==> src/rtl/jtag_pkg.sv <==
// jtag_pkg
//   Shared definitions for the JTAG TAP target and its FSM.
//   - tap_state_t : 4-bit IEEE 1149.1 TAP state encoding (also used by the
//                   engine that drives this target).
//   - IDCODE / USER / BYPASS : instruction codes.
//   - IR_CAPTURE  : fixed pattern loaded into the IR in Capture-IR.
//   - dr_sel_t    : which data register the current instruction selects.
package jtag_pkg;

   typedef enum logic [3:0] {
      TLR    = 4'h0,
      RTI    = 4'h1,
      SEL_DR = 4'h2,
      CAP_DR = 4'h3,
      SH_DR  = 4'h4,
      EX1_DR = 4'h5,
      PAU_DR = 4'h6,
      EX2_DR = 4'h7,
      UPD_DR = 4'h8,
      SEL_IR = 4'h9,
      CAP_IR = 4'hA,
      SH_IR  = 4'hB,
      EX1_IR = 4'hC,
      PAU_IR = 4'hD,
      EX2_IR = 4'hE,
      UPD_IR = 4'hF
   } tap_state_t;

   localparam logic [3:0] IDCODE     = 4'h1;
   localparam logic [3:0] USER       = 4'h2;
   localparam logic [3:0] BYPASS     = 4'hF;
   localparam logic [3:0] IR_CAPTURE = 4'b0101;

   typedef enum logic [1:0] {
      DR_BYPASS = 2'd0,
      DR_IDCODE = 2'd1,
      DR_USER   = 2'd2
   } dr_sel_t;

endpackage

==> src/rtl/jtag_tap_fsm.sv <==
// jtag_tap_fsm
//   IEEE 1149.1 16-state TAP controller. Advances one state per qualified
//   TCK rising edge using the (already synchronised) TMS value.
//   Ports:
//     clk     - system clock
//     rst     - asynchronous active-low reset (forces TLR)
//     i_adv   - one-clk strobe: a TCK rising edge was detected
//     i_tms   - synchronised TMS
//     o_state - current TAP state (registered)
module jtag_tap_fsm
   import jtag_pkg::*;
(
   input  logic       clk,
   input  logic       rst,
   input  logic       i_adv,
   input  logic       i_tms,
   output tap_state_t o_state
);

   tap_state_t r_state;

   always_ff @(posedge clk or negedge rst) begin
      if (!rst) begin
         r_state <= TLR;
      end else if (i_adv) begin
         case (r_state)
            TLR:     r_state <= i_tms ? TLR    : RTI;
            RTI:     r_state <= i_tms ? SEL_DR : RTI;
            SEL_DR:  r_state <= i_tms ? SEL_IR : CAP_DR;
            CAP_DR:  r_state <= i_tms ? EX1_DR : SH_DR;
            SH_DR:   r_state <= i_tms ? EX1_DR : SH_DR;
            EX1_DR:  r_state <= i_tms ? UPD_DR : PAU_DR;
            PAU_DR:  r_state <= i_tms ? EX2_DR : PAU_DR;
            EX2_DR:  r_state <= i_tms ? UPD_DR : SH_DR;
            UPD_DR:  r_state <= i_tms ? SEL_DR : RTI;
            SEL_IR:  r_state <= i_tms ? TLR    : CAP_IR;
            CAP_IR:  r_state <= i_tms ? EX1_IR : SH_IR;
            SH_IR:   r_state <= i_tms ? EX1_IR : SH_IR;
            EX1_IR:  r_state <= i_tms ? UPD_IR : PAU_IR;
            PAU_IR:  r_state <= i_tms ? EX2_IR : PAU_IR;
            EX2_IR:  r_state <= i_tms ? UPD_IR : SH_IR;
            UPD_IR:  r_state <= i_tms ? SEL_DR : RTI;
            default: r_state <= TLR;
         endcase
      end
   end

   assign o_state = r_state;

endmodule

==> src/rtl/jtag_tap_target.sv <==
// jtag_tap_target
//   JTAG TAP responder clocked entirely by the system clock. TCK/TMS/TDI are
//   oversampled through 2-FF synchronisers; a third TCK flop yields rise/fall
//   strobes that drive the TAP FSM, the IR and the IDCODE/USER/BYPASS data
//   registers.
//   Ports:
//     clk, rst        - system clock, asynchronous active-low reset
//     TCK, TMS, TDI   - JTAG pins (asynchronous to clk)
//     TDO, tdo_en     - JTAG data out and its enable (Shift-IR/Shift-DR only)
//     user_data_in    - value captured into USER in Capture-DR
//     user_data_out   - last value shifted in under USER, written in Update-DR
//     user_update     - one-clk pulse when user_data_out is written
//     tap_state       - current TAP state (debug)
//     ir_out          - current instruction
module jtag_tap_target
   import jtag_pkg::*;
#(
   parameter int          IR_LEN       = 4,
   parameter logic [31:0] IDCODE_VALUE = 32'h4A54_0001,
   parameter int          USER_LEN     = 32
) (
   input  logic                clk,
   input  logic                rst,
   input  logic                TCK,
   input  logic                TMS,
   input  logic                TDI,
   output logic                TDO,
   output logic                tdo_en,
   input  logic [USER_LEN-1:0] user_data_in,
   output logic [USER_LEN-1:0] user_data_out,
   output logic                user_update,
   output logic [3:0]          tap_state,
   output logic [IR_LEN-1:0]   ir_out
);

   logic [1:0]          r_tck_sync, r_tms_sync, r_tdi_sync;
   logic                r_tck_prev;
   logic [IR_LEN-1:0]   r_ir, r_ir_sr;
   logic [31:0]         r_idcode_sr;
   logic [USER_LEN-1:0] r_user_sr, r_user_out;
   logic                r_bypass_sr;
   logic                r_tdo, r_user_update;

   logic       w_tck_rise, w_tck_fall, w_tms, w_tdi, w_shift, w_dr_lsb;
   tap_state_t w_state;
   dr_sel_t    w_dr_sel;

   always_ff @(posedge clk or negedge rst) begin
      if (!rst) begin
         r_tck_sync <= '0;
         r_tms_sync <= '0;
         r_tdi_sync <= '0;
         r_tck_prev <= 1'b0;
      end else begin
         r_tck_sync <= {r_tck_sync[0], TCK};
         r_tms_sync <= {r_tms_sync[0], TMS};
         r_tdi_sync <= {r_tdi_sync[0], TDI};
         r_tck_prev <= r_tck_sync[1];
      end
   end

   assign w_tck_rise = r_tck_sync[1] & ~r_tck_prev;
   assign w_tck_fall = ~r_tck_sync[1] & r_tck_prev;
   assign w_tms      = r_tms_sync[1];
   assign w_tdi      = r_tdi_sync[1];

   jtag_tap_fsm u_fsm (
      .clk     (clk),
      .rst     (rst),
      .i_adv   (w_tck_rise),
      .i_tms   (w_tms),
      .o_state (w_state)
   );

   // Any code other than IDCODE/USER falls back to BYPASS.
   always_comb begin
      w_dr_sel = DR_BYPASS;
      if (r_ir == IR_LEN'(IDCODE))
         w_dr_sel = DR_IDCODE;
      else if (r_ir == IR_LEN'(USER))
         w_dr_sel = DR_USER;
   end

   always_comb begin
      w_dr_lsb = r_bypass_sr;
      case (w_dr_sel)
         DR_IDCODE: w_dr_lsb = r_idcode_sr[0];
         DR_USER:   w_dr_lsb = r_user_sr[0];
         default:   w_dr_lsb = r_bypass_sr;
      endcase
   end

   assign w_shift = (w_state == SH_DR) || (w_state == SH_IR);

   always_ff @(posedge clk or negedge rst) begin
      if (!rst) begin
         r_ir          <= IR_LEN'(IDCODE);
         r_ir_sr       <= '0;
         r_idcode_sr   <= '0;
         r_user_sr     <= '0;
         r_user_out    <= '0;
         r_bypass_sr   <= 1'b0;
         r_tdo         <= 1'b0;
         r_user_update <= 1'b0;
      end else begin
         r_user_update <= 1'b0;

         if (w_state == TLR)
            r_ir <= IR_LEN'(IDCODE);

         // Capture/shift act on the state being left at this TCK rise.
         if (w_tck_rise) begin
            case (w_state)
               CAP_IR: r_ir_sr <= IR_LEN'(IR_CAPTURE);
               SH_IR:  r_ir_sr <= {w_tdi, r_ir_sr[IR_LEN-1:1]};
               CAP_DR: begin
                  case (w_dr_sel)
                     DR_IDCODE: r_idcode_sr <= IDCODE_VALUE;
                     DR_USER:   r_user_sr   <= user_data_in;
                     default:   r_bypass_sr <= 1'b0;
                  endcase
               end
               SH_DR: begin
                  case (w_dr_sel)
                     DR_IDCODE: r_idcode_sr <= {w_tdi, r_idcode_sr[31:1]};
                     DR_USER:   r_user_sr   <= {w_tdi, r_user_sr[USER_LEN-1:1]};
                     default:   r_bypass_sr <= w_tdi;
                  endcase
               end
               default: ;
            endcase
         end

         if (w_tck_fall) begin
            case (w_state)
               SH_IR:  r_tdo <= r_ir_sr[0];
               SH_DR:  r_tdo <= w_dr_lsb;
               UPD_IR: r_ir  <= r_ir_sr;
               UPD_DR: begin
                  if (w_dr_sel == DR_USER) begin
                     r_user_out    <= r_user_sr;
                     r_user_update <= 1'b1;
                  end
               end
               default: ;
            endcase
         end

         // Stale shift data must not reappear on the next entry to a shift state.
         if (!w_shift)
            r_tdo <= 1'b0;
      end
   end

   assign TDO           = r_tdo & w_shift;
   assign tdo_en        = w_shift;
   assign user_data_out = r_user_out;
   assign user_update   = r_user_update;
   assign tap_state     = w_state;
   assign ir_out        = r_ir;

endmodule

==> config.mk <==
export PLATFORM = sky130hd
export DESIGN_NAME = jtag_tap_target
export DESIGN_NICKNAME = d
export VERILOG_FILES = /design/src/rtl/jtag_pkg.sv /design/src/rtl/jtag_tap_fsm.sv /design/src/rtl/jtag_tap_target.sv
export SDC_FILE = /design/constraint.sdc
export NUM_CORES = 1
export LEC_CHECK = 0
export ABC_AREA = 0
export BUFFER_PORTS_ARGS = -buffer_cell sky130_fd_sc_hd__clkbuf_2
export CAP_MARGIN = 30
export CORE_UTILIZATION = 45
export CTS_CLUSTER_DIAMETER = 50
export DETAILED_ROUTE_END_ITERATION = 12
export HOLD_SLACK_MARGIN = 0.1
export PLACE_DENSITY = 0.66
export SYNTH_ARGS = -nofsm -noshare
export SYNTH_HDL_FRONTEND = slang
export SYNTH_SLANG_ARGS = --single-unit
==> constraint.sdc <==
create_clock -name clk -period 4.3 [get_ports clk]
set_input_delay 0.645 -clock clk [delete_from_list [all_inputs] [get_ports clk]]
set_output_delay 0.645 -clock clk [all_outputs]
set_load 0.05 [all_outputs]
==> results.yml <==
critical_path:
  required_ns: 3.65
  r2r_slack_ns: 1.79
  worst_path_max_delay_cell: "dfrtp_1"
  crit_family: "flip-flops"
  crit_type: "reg -> out"
  critPathMaxStageDelay_ns: 0.81
  worstRegToRegCells: 3
  worstPathMaxFanout: 23
  cp-start-kind: "flop"
  rr_startpoint: "u_fsm.o_state[3]"
  crit_chain: "nand2_1 > o21bai_2 > and2_1 > clkbuf_2"
  worst_ep_arrival_time_ns: 2.11
  endpoint_kind: "output port"
  r2r-end: "user_data_out[5]"
  path_buf_inv: 1
clock_network:
  postCtsResizedCells: 0
  cts_tree: "built"
  cts_root_buf: "clkbuf_16"
  hold_buffers: 0
  h-tree-depth: 4
  clk_path_buf_depth: 2
  insertion_delay_ns: 0.40
  cts_sinks: 118
  postCtsSetupBuffers: 0
  path_clk_slew_ns: 0.05
  numCtsBuffers: 17
timing:
  setup_viol: 0
  skew_ns: 0.005526
  slew_violations: 0
  worst_slack_ns: 1.540
  relSlewSlack: 0.4143
  fmax_mhz: 362.3
  finalHoldViolCount: 0
  fin_crit_ns: 2.760
  tightestPinTransition_ns: 0.8769
  tns_ns: 0
  post-route-period-util: 0.6418
  rsz0062_at_grt: "false"
logic_synthesis:
  ys_seq_area_frac: 0.5680
  ys_seq_elements: 118
  avgSynthCellArea_um2: 11.07
  yosysTopAreaCell: "dfrtp_1"
  synth-edff-count: 0
  synthDistinctLibCells: 43
  synth_top_flop_cell: "dfrtp_1"
  yosys.area.top_type_share: 0.5629
  syn_area_mm2: 0.005201
  synth_warnings: 0
  ys_top_cells_by_area: "dfrtp_1 (56%), mux2_4 (8.4%), nand2_1 (7.4%)"
  synth_cells: 470
  async_flop_share: 1.000
  syn-num-nets: 507
hold_path:
  min_path_type: "in -> async"
floorplanning:
  core_region_area_mm2: 0.01103
  die_area_mm2: 0.01199
  fp.dieH_um: 109.5
  initial_core_util: 0.4715
  io_pins: 80
  die_w_um: 109.5
  rows: 38
drt:
  first_pass_iters: 4
  drc_errors: 0
  first_iter_violations: 208
  via_per_inst: 5.112
  wl_per_cell_um: 14.78
  vias: 3563
  routed_wl_mm: 10.30
  ant_nets: 0
global_routing:
  grt_first_pass_wirelength_mm: 17.76
  track_usage: 0.1948
  grt_pass1_vias: 3651
  grt_max_degree: 77
  overflow: 0
  antenna_found_initial: 0
power_and_ir_drop:
  ir_worst_vdd_uv: 447.2
  power_density_mw_per_mm2: 557.4
  leakage_nw: 3.077
cells_and_area:
  multi_input_area_mm2: 0.002096
  fill_cells: 924
  antenna_cells: 0
  fin_cells: 697
  drive_above_1_share: 0.2819
  final_nets: 581
  register_area_mm2: 0.002954
  syn_to_final_growth_pct: 21.75
status:
  outcome: "finished clean"
job:
  drv_cap: 0
placed_design:
  dp_hpwl_mm: 6.426
  gp_congestion: 0.7760
  preCtsSetupSlack_ns: 1.769
  io_buffers: 79
  dp_cells: 664
## cell type report
class,count,share of cell area
repair buffers,85,0.07192
clock buffers,23,0.07548
multi-input cells,315,0.3310
flip-flops and latches,118,0.4665
clock inverters,9,0.02332
inverters,7,0.004149
well taps,140,0.02766
## sequential cells by signal (all words and copies together), names as in the netlist
register / cells
u_fsm.o_state: 4
user_update: 1
r_tdo: 1
r_user_sr: 32
r_tms_sync: 2
r_tck_prev: 1
r_tdi_sync: 2
r_bypass_sr: 1
r_ir_sr: 4
ir_out: 4
r_idcode_sr: 32
r_tck_sync: 2
user_data_out: 32
## cells by family (layout without fill, tap and decap cells)
| logic type | after synthesis | count (layout) | synth area share |
|---|---|---|---|
| compound gates | 104 | 104 | 0.1131 |
| xor+xnor | 1 | 1 | 0.001684 |
| buf+inv | 37 | 124 | 0.03464 |
| flops | 118 | 118 | 0.5680 |
| mux | 65 | 65 | 0.1537 |
| simple gates | 145 | 145 | 0.1289 |
## how the worst max path moves through the flow
| stage | startpoint | to | slack, ns | cells past startpoint |
|---|---|---|---|---|
| CTS | u_fsm.o_state[0] | TDO | 1.52 | 4 |
| floorplan | u_fsm.o_state[2] | TDO | 1.51 | 4 |
| global route | u_fsm.o_state[0] | TDO | 1.40 | 4 |
| finish | u_fsm.o_state[0] | TDO | 1.54 | 4 |
| detailed placement | u_fsm.o_state[3] | user_data_out[13] | 1.77 | 3 |
| global placement | u_fsm.o_state[3] | user_data_out[3] | 1.85 | 3 |
## worst reg2reg max path, delay by kind of cell (launching register included)
kind             cells  cell delay (ns)
and+or+nand+nor      2             1.12
DFF                  1             0.67
muxes                1             0.59
## where the power goes
group          total (mW)  internal (mW)  switching, mW
Sequential           1.34           1.21          0.138
Clock                1.48           1.01          0.472
Combinational       0.701          0.257          0.444
## metal layers
layer / share of wire / vias up / track usage / wire (µm)
met2: 0.47 / 80 / 0.2857 / 4844
met3: 0.060 / 8 / 0.06995 / 622
met5: 0 / - / 0 / 0
met1: 0.46 / 1720 / 0.2636 / 4717
met4: 0.011 / 0 / 0.07714 / 115
li1: - / 1755 / - / -
## cells in the mapped netlist, types with 2 or more instances
master,instances
nand3_1,4
nor2b_1,5
mux2_2,3
buf_6,3
o21ai_1,31
mux2_4,29
a21oi_1,8
inv_1,7
a31oi_1,4
o31ai_1,2
nor3b_2,3
nor2_1,15
buf_2,15
mux2i_1,33
clkbuf_1,10
nand2b_1,4
o21ai_0,46
dfrtp_1,117
nand3b_1,2
a211oi_1,3
buf_1,2
nand2_1,103
## cell usage in the layout, fill, tap and decap left out, drive strengths merged, types with 2 or more instances in the layout
| master | instances |
|---|---|
| a211oi | 3 |
| a21oi | 8 |
| a31oi | 4 |
| buf | 7 |
| bufinv | 4 |
| clkbuf | 101 |
| clkinv | 4 |
| dfrtp | 117 |
| inv | 7 |
| mux2 | 32 |
| mux2i | 33 |
| nand2 | 103 |
| nand2b | 4 |
| nand3 | 4 |
| nand3b | 2 |
| nand4 | 2 |
| nor2 | 15 |
| nor2b | 5 |
| nor3b | 3 |
| nor4b | 2 |
| o211ai | 2 |
| o21ai | 77 |
| o31ai | 2 |
## per-stage QoR
stage | hold slack [ns] | utilization | power, mW | cell area, µm²
4_1_cts | 0.3289 | 0.5723 | 3.559 | 6312
2_1_floorplan | 0.3312 | - | 1.883 | 5201
3_5_place_dp | 0.3365 | 0.5155 | 2.064 | 5687
3_3_place_gp | 0.3347 | 0.5155 | 2.037 | 5687
5_1_grt | 0.2246 | 0.5741 | 3.707 | 6332
6_report | 0.2036 | 0.5741 | 3.530 | 6332
No activity file was read; power rests on OpenSTA's default activity.
